**src/rtl/cm82_slice_sched.sv**
```systemverilog
// cm82_slice_sched: round-robin scheduler sharing one 1-bit sum/carry slice
// among NREQ requesters. Each granted W-bit add is executed bit-serially,
// LSB first, and the result is handed back with its requester id.
//
// Handshake semantics (both sides): a transfer happens on a rising clock edge
// where valid and ready are both high. A requester holds req_valid and its
// operands stable until it sees its req_ready pulse; it may drop req_valid
// before being granted, in which case it is simply not served. req_ready is a
// one-cycle one-hot pulse driven only in IDLE. On the response side rsp_valid
// and rsp_* stay stable until the cycle where rsp_ready is high; rsp_* keep
// the last result after that until the next result overwrites them.
module cm82_slice_sched #(
  parameter int NREQ = 4,
  parameter int W    = 8,
  parameter int IDW  = 2
) (
  input  logic               clk,
  input  logic               rst_n,
  input  logic [NREQ-1:0]    req_valid,
  output logic [NREQ-1:0]    req_ready,
  input  logic [NREQ*W-1:0]  req_a,
  input  logic [NREQ*W-1:0]  req_b,
  input  logic [NREQ-1:0]    req_cin,
  output logic               rsp_valid,
  input  logic               rsp_ready,
  output logic [IDW-1:0]     rsp_id,
  output logic [W-1:0]       rsp_sum,
  output logic               rsp_cout,
  output logic               busy,
  output logic [1:0]         dbg_state
);

  typedef enum logic [1:0] {
    S_IDLE = 2'd0,
    S_RUN  = 2'd1,
    S_DONE = 2'd2
  } state_t;

  // Bit counter must hold 0..W-1; keep at least one bit for W=1.
  localparam int CW = (W > 1) ? $clog2(W) : 1;
  localparam logic [CW-1:0]  LAST_BIT = CW'(W - 1);
  localparam logic [IDW-1:0] LAST_ID  = IDW'(NREQ - 1);

  state_t          state;
  logic [IDW-1:0]  rr_ptr;
  logic [IDW-1:0]  cur_id;
  logic [W-1:0]    op_a;
  logic [W-1:0]    op_b;
  logic [W-1:0]    acc;
  logic [CW-1:0]   bit_cnt;
  logic            carry;

  logic            grant_found;
  logic [IDW-1:0]  grant_idx;
  logic [IDW-1:0]  cand;
  logic [IDW-1:0]  next_ptr;
  logic [W-1:0]    sel_a;
  logic [W-1:0]    sel_b;
  logic            sel_cin;

  logic            slice_a;
  logic            slice_b;
  logic            slice_sum;
  logic            slice_carry;
  logic [W-1:0]    next_acc;

  // Round-robin search: scan from the highest offset down so the valid
  // requester closest to rr_ptr (offset 0 first) is the one that sticks.
  always_comb begin
    grant_found = 1'b0;
    grant_idx   = '0;
    cand        = '0;
    for (int i = NREQ - 1; i >= 0; i--) begin
      cand = IDW'((int'(rr_ptr) + i) % NREQ);
      if (req_valid[cand]) begin
        grant_found = 1'b1;
        grant_idx   = cand;
      end
    end
  end

  // Pointer moves one past the winner so it becomes lowest priority next time.
  always_comb begin
    next_ptr = (grant_idx == LAST_ID) ? '0 : grant_idx + 1'b1;
  end

  // Operand mux for the winning requester.
  always_comb begin
    sel_a   = req_a[grant_idx*W +: W];
    sel_b   = req_b[grant_idx*W +: W];
    sel_cin = req_cin[grant_idx];
  end

  // Accept pulse: only in IDLE, only to the winner, only for this cycle.
  always_comb begin
    req_ready = '0;
    if (state == S_IDLE && grant_found) begin
      req_ready = NREQ'(1) << grant_idx;
    end
  end

  // The shared compute slice: full adder on the current LSBs plus carry.
  always_comb begin
    slice_a     = op_a[0];
    slice_b     = op_b[0];
    slice_sum   = slice_a ^ slice_b ^ carry;
    slice_carry = (slice_a & slice_b) | (slice_a & carry) | (slice_b & carry);
  end

  // Partial result with this cycle's sum bit dropped into position bit_cnt.
  always_comb begin
    next_acc          = acc;
    next_acc[bit_cnt] = slice_sum;
  end

  // Status outputs derived straight from the state register.
  always_comb begin
    busy      = (state != S_IDLE);
    dbg_state = state;
  end

  // Main FSM: grant in IDLE, W serial bit steps in RUN, hand back in DONE.
  always_ff @(posedge clk or negedge rst_n) begin
    if (!rst_n) begin
      state     <= S_IDLE;
      rr_ptr    <= '0;
      cur_id    <= '0;
      op_a      <= '0;
      op_b      <= '0;
      acc       <= '0;
      bit_cnt   <= '0;
      carry     <= 1'b0;
      rsp_valid <= 1'b0;
      rsp_id    <= '0;
      rsp_sum   <= '0;
      rsp_cout  <= 1'b0;
    end else begin
      case (state)
        S_IDLE: begin
          if (grant_found) begin
            op_a    <= sel_a;
            op_b    <= sel_b;
            carry   <= sel_cin;
            cur_id  <= grant_idx;
            rr_ptr  <= next_ptr;
            acc     <= '0;
            bit_cnt <= '0;
            state   <= S_RUN;
          end
        end
        S_RUN: begin
          op_a  <= op_a >> 1;
          op_b  <= op_b >> 1;
          carry <= slice_carry;
          acc   <= next_acc;
          if (bit_cnt == LAST_BIT) begin
            // Last bit: publish the finished result in the same edge.
            bit_cnt   <= '0;
            rsp_valid <= 1'b1;
            rsp_id    <= cur_id;
            rsp_sum   <= next_acc;
            rsp_cout  <= slice_carry;
            state     <= S_DONE;
          end else begin
            bit_cnt <= bit_cnt + 1'b1;
          end
        end
        S_DONE: begin
          // No grant in the handshake cycle; IDLE arbitrates one cycle later.
          if (rsp_ready) begin
            rsp_valid <= 1'b0;
            state     <= S_IDLE;
          end
        end
        default: begin
          state <= S_IDLE;
        end
      endcase
    end
  end

endmodule
```
**config.mk**
```make
export PLATFORM = sky130hd
export DESIGN_NAME = cm82_slice_sched
export DESIGN_NICKNAME = d
export VERILOG_FILES = /design/src/rtl/cm82_slice_sched.sv
export SDC_FILE = /design/constraint.sdc
export NUM_CORES = 1
export LEC_CHECK = 0
export BUFFER_PORTS_ARGS = -buffer_cell sky130_fd_sc_hd__buf_2
export CAP_MARGIN = 20
export CORE_ASPECT_RATIO = 0.7
export CORE_MARGIN = 2
export CORE_UTILIZATION = 54
export CTS_CLUSTER_DIAMETER = 60
export DETAILED_ROUTE_END_ITERATION = 8
export PLACE_DENSITY = 0.82
export SYNTH_ARGS = -nofsm -noshare
export SYNTH_HDL_FRONTEND = slang
export SYNTH_SLANG_ARGS = --single-unit
```
**constraint.sdc**
```tcl
create_clock -name clk -period 5.4 [get_ports clk]
set_input_delay 0.27 -clock clk [delete_from_list [all_inputs] [get_ports clk]]
set_output_delay 0.27 -clock clk [all_outputs]
set_load 0.005 [all_outputs]
```
==> results.toml <==
[floorplan]
core_area_um2 = 4810
rows = 21
pin_count = 94
die_area_um2 = 5640
die_y_um = 63.4
start_util_pct = 56.7
fp.dieW_um = 88.9

[synthesis]
synthTopCellsByArea = "dfrtp_1, mux2i_1, o21ai_0"
synthArstFlopShare_pct = 100
yosysTopAreaCellShare_pct = 42.2
synthMostInstantiatedCell = "dfrtp_1"
syn_nets = 370
synthesis.area_um2 = 2730
synth-edff-count = 0
yosysWarnings = 0
ys_top_cells_by_count = "dfrtp_1, nand2_1, o21ai_0"
synth_top_area_cell = "dfrtp_1"
synth-seq-area-share_pct = 42.2
postSynthAreaPerCell_um2 = 9.46
synth-seq-cells = 46
synth.distinct_cells = 46
synth_flop_cell = "dfrtp_1"
syn_inst = 288

[clock_network]
clk_latency_ns = 0.29
cts_root_buffer = "clkbuf_8"
clock_sinks = 46
cts_made_buffers = 5
cts_setup_buffers = 0
clk_path_buf_depth = 2
cts_tree = "done"
path_clk_slew_ns = 0.08
htreeDepth = 2

[sta]
hold_viol = 0
finClkSkew_ns = 0.00228
fin_worst_hold_slack_ns = 0.166
period_share_pct = 56.6
worst_pin_slew_ns = 0.998
drv_slew = 0
rsz0062_at_grt = "no"
slew_headroom_pct = 33.3
setup_viol = 0
fmax_ghz = 0.327
tns_ns = 0
min_period_ns = 3.06

[worst_hold_path]
hold_end = "dbg_state[1]"
hold_path_class = "input port to register"
hold_depth = 2
holdCritStartpoint = "rsp_ready"

[layout]
fill_cells = 403
syn2layout_area_growth_pct = 22.0
fin_nets = 455
diodes = 0
drive_above_1_share_pct = 30.2

[detailed_routing]
ant_nets = 0
drcViolationCount = 0
drt_iter0_drc = 208
viasPerCell = 5.69
drtPass1Iterations = 4
wire_per_inst_um = 15.6
num_vias = 2519
drt-total-wl_um = 6920

[setup_path]
startpoint_type = "register"
cp-end-kind = "primary output"
r2r_slack_ns = 2.83
r2r_start = "rr_ptr[1]"
required_ns = 5.13
worstPathArrival_ns = 2.79
critical_path_class = "register to primary output"
timing.rr.end = "op_b[5]"
crit_fanout = 27
rr_worst_depth = 6

[run_status]
status = "complete, no violations"

[placed_design]
io_buffers = 93
finalWeightedCongestion = 0.836
dp.final_hpwl_um = 5130

[global_route]
track_usage_pct = 25.3
grt_pass1_wl_um = 11100
grt_antenna_before_repair = 0
gr-total-overflow = 0
grt_start_max_net_pins = 47
grt_pass1_vias = 2310

[power_and_ir_drop]
peakVddDrop_uv = 265
leakage_uw = 0.00165
power_density_nw_per_um2 = 469

[flow_run]
drv_cap = 0
-- flip-flops by register name, summed over array words and instances, names as in the netlist --
signal     count
bit_cnt        3
carry          1
op_b           8
rsp_cout       1
rsp_valid      1
rr_ptr         2
op_a           8
acc            8
cur_id         2
rsp_id         2
dbg_state      2
rsp_sum        8
-- worst max-delay path by stage --
stage	startpoint	endpoint	slack (ns)	cells after the start
floorplan	rr_ptr[1]	req_ready[1]	3.43	6
global placement	rr_ptr[1]	req_ready[1]	2.78	7
detailed placement	rr_ptr[1]	req_ready[0]	2.71	7
CTS	rr_ptr[1]	req_ready[0]	2.38	7
global route	rr_ptr[1]	req_ready[1]	2.13	7
finish	rr_ptr[1]	req_ready[0]	2.34	7
-- routing by layer --
| layer | up-vias | part of all wire (%) | GRT usage [%] |
|---|---|---|---|
| li1 | 1231 | - | - |
| met1 | 1198 | 47 | 39.0 |
| met5 | - | 0 | 0 |
| met4 | 0 | 0.33 | 2.27 |
| met2 | 87 | 46 | 38.7 |
| met3 | 3 | 6.7 | 4.59 |
-- power breakdown --
| group | switching (µW) | internal [µW] | total (µW) | leakage, µW |
|---|---|---|---|---|
| clock network | 110 | 103 | 213 | 0.0000482 |
| registers | 107 | 485 | 592 | 0.000591 |
| logic | 437 | 318 | 755 | 0.00101 |
-- logic make-up after synthesis --
| group | count (synthesis) | share of synthesized area (%) |
|---|---|---|
| muxes | 30 | 11.3 |
| and+or+nand+nor | 87 | 16.1 |
| buffers and inverters | 27 | 4.22 |
| adders and majority gates | 7 | 3.49 |
| AOI/OAI and AO/OA | 91 | 22.6 |
| DFF | 46 | 42.2 |
-- through the flow --
step	setup WS, ns	utilization, %	std cells	area [µm²]	power [µW]
floorplan	3.43	-	288	2730	1120
global placement	2.78	66.6	433	3200	1300
detailed placement	2.71	66.6	433	3200	1350
CTS	2.38	68.5	441	3290	1560
global route	2.13	69.1	443	3320	1690
finish	2.34	69.1	443	3320	1560
-- worst max-delay path: stages, from the launching register on --
cell and delay, ns:
dfrtp_1 0.45, and2_1 0.22, o211a_1 0.33, nor2_4 0.75, inv_2 0.23, ha_1 0.25, and3_1 0.13, buf_2 0.12
-- final cells by class --
class,instances,area [µm²],area share [%]
Clock inverter,1,5.00,0.151
Timing Repair Buffer,96,503,15.1
Multi-Input combinational cell,215,1460,43.9
Sequential cell,46,1150,34.6
Tap cell,69,86.3,2.60
Inverter,9,33.8,1.02
Clock buffer,7,86.3,2.60
-- timing repair --
action                                 in CTS  in global routing
gates resized for setup                     0                  0
hold buffers                                0                  1
setup endpoints to repair                   0                  0
endpoints found under the hold margin       0                  3
-- cell usage in the layout, fill, tap and decap left out, types with 2 or more instances in the layout --
cell and n:
nand2_1 35, nand3_1 9, dfrtp_1 46, nand3b_1 2, o221ai_1 3, inv_1 7
a22oi_1 3, nor2_1 11, nand4_1 5, o21ai_0 31, a211o_1 8, a41oi_1 4
buf_2 93, mux2i_1 26, and3_1 9, ha_1 6, nor3_1 2, nor2b_1 2
clkbuf_8 6, nand2b_1 3, and2_1 3, mux2_2 3, inv_2 2, o31ai_1 3
a211oi_1 3, a21oi_1 8, a22o_1 6, o211ai_1 13
(Power assumes the default switching activity.)
